`src/rtl/uart_pkg.sv`:
```
// Shared UART definitions: FSM state encoding, bit-period derivation and counter sizing.
// Used by uart_tx and async_receiver.
package uart_pkg;

   typedef enum logic [2:0] {
      ST_IDLE   = 3'd0,
      ST_START  = 3'd1,
      ST_DATA   = 3'd2,
      ST_PARITY = 3'd3,
      ST_STOP   = 3'd4
   } uart_state_e;

   localparam logic LINE_IDLE = 1'b1;

   function automatic int unsigned calc_div(input int unsigned clk_freq, input int unsigned baud);
      return clk_freq / baud;
   endfunction

   // Bits needed to hold 0..n-1, never less than 1.
   function automatic int unsigned cnt_width(input int unsigned n);
      int unsigned w;
      w = 1;
      for (int i = 0; i < 32; i++) begin
         if ((32'd1 << w) < n) w = w + 1;
      end
      return w;
   endfunction

endpackage

```
`src/rtl/uart_baud_gen.sv`:
```
// Bit-period timer: down-counter reloaded every DIV cycles, restarted by i_clr at frame start.
// o_tick marks the last cycle of a bit period; o_tick_next marks the cycle before it.
module uart_baud_gen
   import uart_pkg::*;
#(
   parameter int unsigned DIV = 434
) (
   input  logic clk,
   input  logic rst_n,
   input  logic i_clr,
   output logic o_tick,
   output logic o_tick_next
);

   localparam int unsigned   CW     = cnt_width(DIV);
   localparam logic [CW-1:0] RELOAD = CW'(DIV - 1);

   logic [CW-1:0] r_cnt;

   always_ff @(posedge clk or negedge rst_n) begin
      if (!rst_n) begin
         r_cnt <= '0;
      end else if (i_clr || (r_cnt == '0)) begin
         r_cnt <= RELOAD;
      end else begin
         r_cnt <= r_cnt - CW'(1);
      end
   end

   assign o_tick      = (r_cnt == '0);
   assign o_tick_next = (r_cnt == CW'(1));

endmodule

```
`src/rtl/uart_tx.sv`:
```
// 8N1-style UART transmitter, LSB first, idle-high line, one byte per valid/ready handshake.
// Optional parity bit after the data bits when UART_TX_PARITY_EN is defined.
//
// state    | meaning
// ST_IDLE  | line high, tx_ready=1, waiting for tx_valid
// ST_START | start bit (0) for one bit period
// ST_DATA  | payload bits, shift register drains LSB first
// ST_PARITY| parity bit (UART_TX_PARITY_EN builds only)
// ST_STOP  | STOP_BITS stop bits (1); tx_done on the very last cycle
module uart_tx
   import uart_pkg::*;
#(
   parameter int unsigned CLK_FREQ   = 50000000,
   parameter int unsigned BAUD       = 115200,
   parameter int unsigned DATA_BITS  = 8,
   parameter int unsigned STOP_BITS  = 1,
   parameter int unsigned PARITY_ODD = 0
) (
   input  logic                 clk,
   input  logic                 rst_n,
   input  logic                 tx_valid,
   input  logic [DATA_BITS-1:0] tx_data,
   output logic                 tx_ready,
   output logic                 txd,
   output logic                 tx_done
);

   localparam int unsigned   DIV       = calc_div(CLK_FREQ, BAUD);
   localparam int unsigned   BW        = cnt_width(DATA_BITS);
   localparam logic [BW-1:0] LAST_DATA = BW'(DATA_BITS - 1);
   localparam logic [BW-1:0] LAST_STOP = BW'(STOP_BITS - 1);

   if (DATA_BITS < 5 || DATA_BITS > 8 || STOP_BITS < 1 || STOP_BITS > 2 ||
       PARITY_ODD > 1 || DIV < 2) begin : g_bad_cfg
      $error("uart_tx: unsupported parameter set");
   end

   uart_state_e          r_state;
   logic [DATA_BITS-1:0] r_shift;
   logic [BW-1:0]        r_bit_cnt;
   logic                 r_txd;
   logic                 r_tx_ready;
   logic                 r_tx_done;
`ifdef UART_TX_PARITY_EN
   logic                 r_parity;
`endif

   logic w_accept;
   logic w_tick;
   logic w_tick_next;

   assign w_accept = tx_valid & r_tx_ready;

   uart_baud_gen #(.DIV(DIV)) u_baud (
      .clk        (clk),
      .rst_n      (rst_n),
      .i_clr      (w_accept),
      .o_tick     (w_tick),
      .o_tick_next(w_tick_next)
   );

   always_ff @(posedge clk or negedge rst_n) begin
      if (!rst_n) begin
         r_state    <= ST_IDLE;
         r_shift    <= '0;
         r_bit_cnt  <= '0;
         r_txd      <= LINE_IDLE;
         r_tx_ready <= 1'b1;
         r_tx_done  <= 1'b0;
`ifdef UART_TX_PARITY_EN
         r_parity   <= 1'b0;
`endif
      end else begin
         r_tx_done <= 1'b0;
         case (r_state)
            ST_IDLE: begin
               r_txd      <= LINE_IDLE;
               r_tx_ready <= 1'b1;
               if (w_accept) begin
                  r_state    <= ST_START;
                  r_shift    <= tx_data;
                  r_bit_cnt  <= '0;
                  r_txd      <= 1'b0;
                  r_tx_ready <= 1'b0;
`ifdef UART_TX_PARITY_EN
                  r_parity   <= (^tx_data) ^ PARITY_ODD[0];
`endif
               end
            end
            ST_START: begin
               if (w_tick) begin
                  r_state   <= ST_DATA;
                  r_txd     <= r_shift[0];
                  r_shift   <= r_shift >> 1;
                  r_bit_cnt <= '0;
               end
            end
            ST_DATA: begin
               if (w_tick) begin
                  if (r_bit_cnt == LAST_DATA) begin
`ifdef UART_TX_PARITY_EN
                     r_state <= ST_PARITY;
                     r_txd   <= r_parity;
`else
                     r_state <= ST_STOP;
                     r_txd   <= LINE_IDLE;
`endif
                     r_bit_cnt <= '0;
                  end else begin
                     r_txd     <= r_shift[0];
                     r_shift   <= r_shift >> 1;
                     r_bit_cnt <= r_bit_cnt + BW'(1);
                  end
               end
            end
`ifdef UART_TX_PARITY_EN
            ST_PARITY: begin
               if (w_tick) begin
                  r_state   <= ST_STOP;
                  r_txd     <= LINE_IDLE;
                  r_bit_cnt <= '0;
               end
            end
`endif
            ST_STOP: begin
               r_txd <= LINE_IDLE;
               // Done is registered one cycle early so it lands on the final stop cycle.
               if (r_bit_cnt == LAST_STOP) begin
                  if (w_tick_next) r_tx_done <= 1'b1;
                  if (w_tick) begin
                     r_state    <= ST_IDLE;
                     r_tx_ready <= 1'b1;
                  end
               end else if (w_tick) begin
                  r_bit_cnt <= r_bit_cnt + BW'(1);
               end
            end
            default: begin
               r_state    <= ST_IDLE;
               r_txd      <= LINE_IDLE;
               r_tx_ready <= 1'b1;
            end
         endcase
      end
   end

   assign txd      = r_txd;
   assign tx_ready = r_tx_ready;
   assign tx_done  = r_tx_done;

endmodule

```
`config.mk`:
```
export PLATFORM = sky130hd
export DESIGN_NAME = uart_tx
export DESIGN_NICKNAME = d
export VERILOG_FILES = /design/src/rtl/uart_pkg.sv /design/src/rtl/uart_baud_gen.sv /design/src/rtl/uart_tx.sv
export SDC_FILE = /design/constraint.sdc
export NUM_CORES = 1
export LEC_CHECK = 0
export CORE_MARGIN = 5
export CORE_UTILIZATION = 60
export DETAILED_ROUTE_END_ITERATION = 12
export PLACE_DENSITY_LB_ADDON = 0.2
export RECOVER_POWER = 100
export SYNTH_ARGS = -nofsm -noshare
export SYNTH_HDL_FRONTEND = slang
export SYNTH_SLANG_ARGS = --single-unit
```
`constraint.sdc`:
```
create_clock -name clk -period 4.1 [get_ports clk]
set_clock_uncertainty 0.1 [all_clocks]
set_input_delay 0.82 -clock clk [delete_from_list [all_inputs] [get_ports clk]]
set_output_delay 0.82 -clock clk [all_outputs]
set_load 0.03 [all_outputs]
```
=== Yosys cells after proc, flatten, opt, wreduce, memory -nomap -nowiden ===
Index checks and enable logic that the tools add are counted.

* Add/subtract/negate cells: 2
* Multiply operators: 0
* Divide/modulo/power cells: 0
* $lt $le $gt $ge: 0
* Equality and inequality tests: 13
* Shift operators: 0
* Multiplexer cells: 30
* Bitwise logic cells: 2
* Reduce and logical (&&, ||, !) cells: 12

{| class="wikitable"
|+ Operators by type and width
! kind !! number
|-
| two-way mux 3 bit || 11
|-
| two-way mux 8 bit || 4
|-
| one-hot mux 3 bit (4 select lines) || 2
|-
| one-hot mux 8 bit (3 select lines) || 1
|-
| AND reduction 6 bit || 2
|-
| == test 9 x 1 -> 1 bit, second input constant || 1
|-
| logical NOT 9 bit || 1
|-
| two-way mux 1 bit || 9
|-
| two-way mux 9 bit || 1
|-
| subtractor 9 x 1 -> 9 bit, second input constant || 1
|-
| != test 2 x 1 -> 1 bit, second input constant || 4
|-
| != test 2 bit, second input constant || 4
|-
| == test 3 bit, second input constant || 2
|-
| logical NOT 3 bit || 2
|-
| one-hot mux 1 bit (3 select lines) || 2
|-
| AND reduction 5 bit || 1
|-
| nonzero test 4 bit || 1
|-
| adder 3 x 1 -> 3 bit, second input constant || 1
|-
| == test 3 x 1 -> 1 bit, second input constant || 1
|-
| == test 3 x 2 -> 1 bit, second input constant || 1
|-
| AND reduction 3 bit || 1
|-
| nonzero test 3 bit || 1
|-
| AND reduction 2 bit || 1
|-
| OR reduction 2 bit || 1
|-
| other kinds (3) || 3
|}

* Register bits: 26
* Bits in latches: 0
* Bits in writable memories: 0
* Bits in read-only memories: 0
* Output and inout bits: 3
* Memories kept: 0

=== Logic depth before layout (Yosys ltp) ===
* Word-level depth: 4
* Gate-level depth with buffers: 7
* Mapped depth without buffers: 6

=== By module ===
Synthesis repeated with hierarchy kept, for this count alone.

* Cell total of the unflattened synthesis: 149
* Area, all modules: 1516.5 µm²

{| class="wikitable"
|+ Modules (own cells, without submodules)
! module !! instances !! cells each !! area each (µm²) !! sequential area each (µm²)
|-
| uart_tx || 1 || 95 || 988.4 || 427.9
|-
| uart_baud_gen || 1 || 54 || 528.0 || 225.2
|}

=== Worst setup path before layout ===
No wires, ideal clock.

* Path type: reg-to-reg
* Start point: reg r_bit_cnt[0]
* End point: reg r_shift[0]
* Arrival time: 2036 ps
* Data required time: 3875 ps
* Path slack: 1839 ps
* Stages on the path, launching flop included: 7
* Clock period less this slack: 2261 ps
* Cell sequence: dfrtp_1 ha_1 ha_1 or4b_4 o31ai_2 a21boi_4 mux2_2

* Longest elaborated chain between the ends: 3

{| class="wikitable"
|+ RTL lines
! element !! RTL line !! RTL
|-
| start, declared || uart_tx.sv:40 || <nowiki>logic [BW-1:0] r_bit_cnt;</nowiki>
|-
| start signal, assigned || uart_tx.sv:112 || <nowiki>r_bit_cnt <= r_bit_cnt + BW'(1);</nowiki>
|-
| start signal, assigned || uart_tx.sv:135 || <nowiki>r_bit_cnt <= r_bit_cnt + BW'(1);</nowiki>
|-
| == test 3 bit || uart_tx.sv:100 || <nowiki>if (r_bit_cnt == LAST_DATA) begin</nowiki>
|-
| != test 2 bit (no source line) || n/a ||
|-
| AND reduction 5 bit (no source line) || n/a ||
|-
| end signal, assigned || uart_tx.sv:81 || <nowiki>r_shift <= tx_data;</nowiki>
|-
| end signal, assigned || uart_tx.sv:94 || <nowiki>r_shift <= r_shift >> 1;</nowiki>
|-
| end signal, assigned || uart_tx.sv:111 || <nowiki>r_shift <= r_shift >> 1;</nowiki>
|-
| end, declared || uart_tx.sv:39 || <nowiki>logic [DATA_BITS-1:0] r_shift;</nowiki>
|}

No other way between the ends.
A chain may end at the register's enable or synchronous reset.

=== Worst setup path in the final report ===
* Start point: reg u_baud.r_cnt[0]
* End point: reg r_bit_cnt[2]

* Longest elaborated chain between the ends: 3
* Elaborated cells on any way between the ends: 5
* Those cells by class: eq/ne: 3; reduce/logical: 2

{| class="wikitable"
|+ RTL lines
! element !! RTL line !! RTL
|-
| start, declared || uart_baud_gen.sv:18 || <nowiki>logic [CW-1:0] r_cnt;</nowiki>
|-
| start signal, assigned || uart_baud_gen.sv:26 || <nowiki>r_cnt <= r_cnt - CW'(1);</nowiki>
|-
| logical NOT 9 bit * || uart_baud_gen.sv:30 || <nowiki>assign o_tick = (r_cnt == '0);</nowiki>
|-
| != test 2 x 1 -> 1 bit (no source line) || n/a ||
|-
| AND reduction 6 bit (no source line) * || n/a ||
|}

Every way passes the cells marked *; elsewhere a longest branch is shown, timed or not.

==> impl_metrics.csv <==
group,metric,value,unit
logic_synthesis,synth_top_area_share,41.6,%
global_route,antenna_found_initial,0,
worst_setup_path,worst-path-max-fanout,15,
clock_tree,ctsResizeCount,0,
timing,slew_headroom,24.2,%
power,leakage,0.653,nW
detailed_routing,drc,0,
layout,drive_above_1_share,16.4,%
logic_synthesis,async_flop_share,100,%
logic_synthesis,muxShareOfSynthArea,11.7,%
timing,period_share,72.5,%
layout,final_common_cell,"dfrtp_1",
placement,dp_slack,1.40,ns
clock_tree,tritoncts,"done",
clock_tree,post-cts-setup-buffers,0,
timing,fmax,336,MHz
clock_tree,cts_root_buf,"clkbuf_4",
worst_hold_path,hold_class,"register to register",
layout,area_delta_synth_final,11.1,%
worst_setup_path,cp_top_family,"simple AND/OR/NAND/NOR gates",
detailed_routing,vias,1014,
logic_synthesis,post-synth-top-area-cell,"dfrtp_1",
detailed_routing,detail-route-antenna-nets,0,
layout,n_fill_cell,178,
worst_setup_path,setup.worst_path.class,"register to register",
worst_setup_path,r2r_slack,1.13,ns
logic_synthesis,seq_area_frac_synth,45.3,%
timing,rsz0062_at_grt,"no",
logic_synthesis,ys.flop_type,"dfrtp_1",
power,power-per-cell-area,510,nW/um^2
layout,multi_input_area,726,um^2
placement,dp.cells,170,
logic_synthesis,syn-num-nets,151,
clock_tree,clk_latency,0.32,ns
global_route,grt.overflow.total,0,
power,power.total,0.818,mW
global_route,grt_pass1_vias,1024,
floorplanning,io_pins,14,
logic_synthesis,synth_compound_area_share,14.4,%
logic_synthesis,yosysUniqueCellTypes,44,
worst_setup_path,worstReg2RegStart,"u_baud.r_cnt[0]",
detailed_routing,firstDrtPassIters,4,
logic_synthesis,synth_fa_ha_area_share,4.34,%
logic_synthesis,syn-cell-area,1440,um^2
clock_tree,clock-sinks,26,
logic_synthesis,yosys_warnings,0,
worst_setup_path,startpoint,"u_baud.r_cnt[0]",
worst_setup_path,crit_path_start_kind,"register",
floorplanning,fp.dieH,59.0,um
layout,final_cells,174,
floorplanning,start_util,64.0,%
layout,num_antenna_cells,0,
outcome,status,"completed",
clock_tree,cts.clk_slew.worst_paths,0.14,ns
worst_setup_path,slowest_delay,0.64,ns
logic_synthesis,yosys.area_share.simple,17.0,%
worst_setup_path,r2r-end,"r_bit_cnt[2]",
power,ir_drop,345,uV
floorplanning,dieArea,3490,um^2
worst_setup_path,cp.required,4.23,ns
floorplanning,die_w,59.0,um
logic_synthesis,avgSynthCellArea,10.7,um^2
timing,setup_violations,0,
clock_tree,numCtsBuffers,3,
timing,period_minus_slack,2.97,ns
detailed_routing,drt_iter0_markers,31,
worst_hold_path,hold_start,"u_baud.r_cnt[8]",
worst_setup_path,path_depth,6,
timing,worst_slack,1.13,ns
timing,maxSlewViolCount,0,
placement,dpl.hpwl,1880,um
logic_synthesis,synth_edf_count,0,
floorplanning,rows,17,
timing,hold_viol,0,
worst_setup_path,cp_slowest_cell,"a221oi_1",
run,maxCapViolCount,0,
detailed_routing,totalWireLength,2550,um
detailed_routing,vias_per_cell,5.83,
global_route,grt_max_degree,27,
floorplanning,core-area,2250,um^2
layout,seqCellArea,653,um^2
clock_tree,hold_buffers,0,
worst_setup_path,worstPathBufferInverterCount,1,
logic_synthesis,yosys-top-cells-area,"dfrtp_1 42%, mux2_2 11%, ha_1 4.3%, dfstp_2 3.6%, xnor2_1 3.0%",
detailed_routing,wl_per_cell,14.7,um
worst_setup_path,ff2ff_path_depth,6,
global_route,grt_use_total,17.5,%
logic_synthesis,synth_top_family_by_area,"simple AND/OR/NAND/NOR gates",
layout,fin_nets,163,
placement,gp_congestion,0.776,
layout,final_cell_mix,"24 x dfrtp_1, 14 x mux2_2, 11 x nand2_1, 11 x nor2_1, 9 x clkdlybuf4s50_1",
timing,tns,0,ns
logic_synthesis,synthCells,135,
timing,worstMarginPinSlew,1.13,ns
logic_synthesis,synth-xor-area-share,3.64,%
clock_tree,ctsLongestPathBuffers,2,
worst_hold_path,whs_path_depth,1,
worst_setup_path,endpoint_kind,"register",
placement,numPortBuffers,13,
worst_setup_path,cp_cell_sequence,"inv_1 -> ha_1 -> nor3b_1 -> nand3b_1 -> a221oi_1 -> mux2_1",
clock_tree,cts_max_level,1,
logic_synthesis,synth_seq_cells,26,
worst_setup_path,arrival,3.10,ns
worst_hold_path,holdPathEnd,"tx_done",
global_route,grt_pass1_wl,4690,um
-- cell type report --
type | count | share of cell area [%]
repair buffers | 13 | 8.12
well taps | 28 | 2.19
multi-input cells | 97 | 45.3
inverters | 6 | 1.41
clock buffers | 4 | 2.26
flip-flops and latches | 26 | 40.7
-- metal layers --
layer | global-route usage (%) | part of all wire, % | wire, um
met3 | 3.05 | 3.1 | 79
met5 | 0 | 0 | 0
met4 | 5.83 | 1.6 | 42
met1 | 22.9 | 47 | 1200
met2 | 29.3 | 48 | 1230
-- sequential cells by signal, summed over array words and instances, names as in the netlist --
name          cells
tx_done           1
r_shift           8
tx_ready          1
u_baud.r_cnt      9
r_bit_cnt         3
r_state           3
txd               1
-- through the flow --
| step | instance area, um^2 | hold WS (ns) | util (%) |
|---|---|---|---|
| after global placement | 1580 | 0.337 | 70.0 |
| after floorplan | 1440 | 0.319 | - |
| after global routing | 1600 | 0.384 | 71.1 |
| after detailed placement | 1580 | 0.355 | 70.0 |
| final | 1600 | 0.354 | 71.1 |
| after CTS | 1610 | 0.364 | 71.6 |
-- kinds of logic (layout without fill, tap and decap cells) --
logic type,after synthesis,count (layout)
xor gates and xnor gates,6,6
adders and majority gates,5,5
buffers and inverters,12,23
AOI/OAI and AO/OA,27,27
DFF,26,26
muxes,15,15
and+or+nand+nor,44,44
-- worst reg2reg max path: stages (launching register included) --
cell and delay (ns):
dfrtp_1 0.44, inv_1 0.08, ha_1 0.17, nor3b_1 0.52
nand3b_1 0.57, a221oi_1 0.64, mux2_1 0.37
-- where the power goes --
group | internal, mW | switching [mW]
clock | 0.0543 | 0.0738
combinational | 0.156 | 0.130
sequential | 0.340 | 0.0646
total | 0.549 | 0.269
-- Yosys cell counts (all sizes together), types with 2 or more instances --
cell and instances:
dfrtp 24, mux2 15, nand2 11, nor2 11
a21oi 7, inv 6, nand2b 6, ha 5
xnor2 5, buf 3, clkbuf 3, o21ai 3
o31ai 3, dfstp 2, nand3b 2, nor2b 2
nor3b 2, nor4 2, o21bai 2, o22ai 2
-- worst max-delay path by stage --
stage              endpoint  slack (ns)
2_1_floorplan    r_shift[0]        1.84
5_1_grt        r_bit_cnt[2]        0.90
4_1_cts        r_bit_cnt[2]        1.49
3_5_place_dp     r_shift[6]        1.40
3_3_place_gp     r_shift[3]        1.46
6_report       r_bit_cnt[2]        1.13
Power figures use the tool's default switching activity.
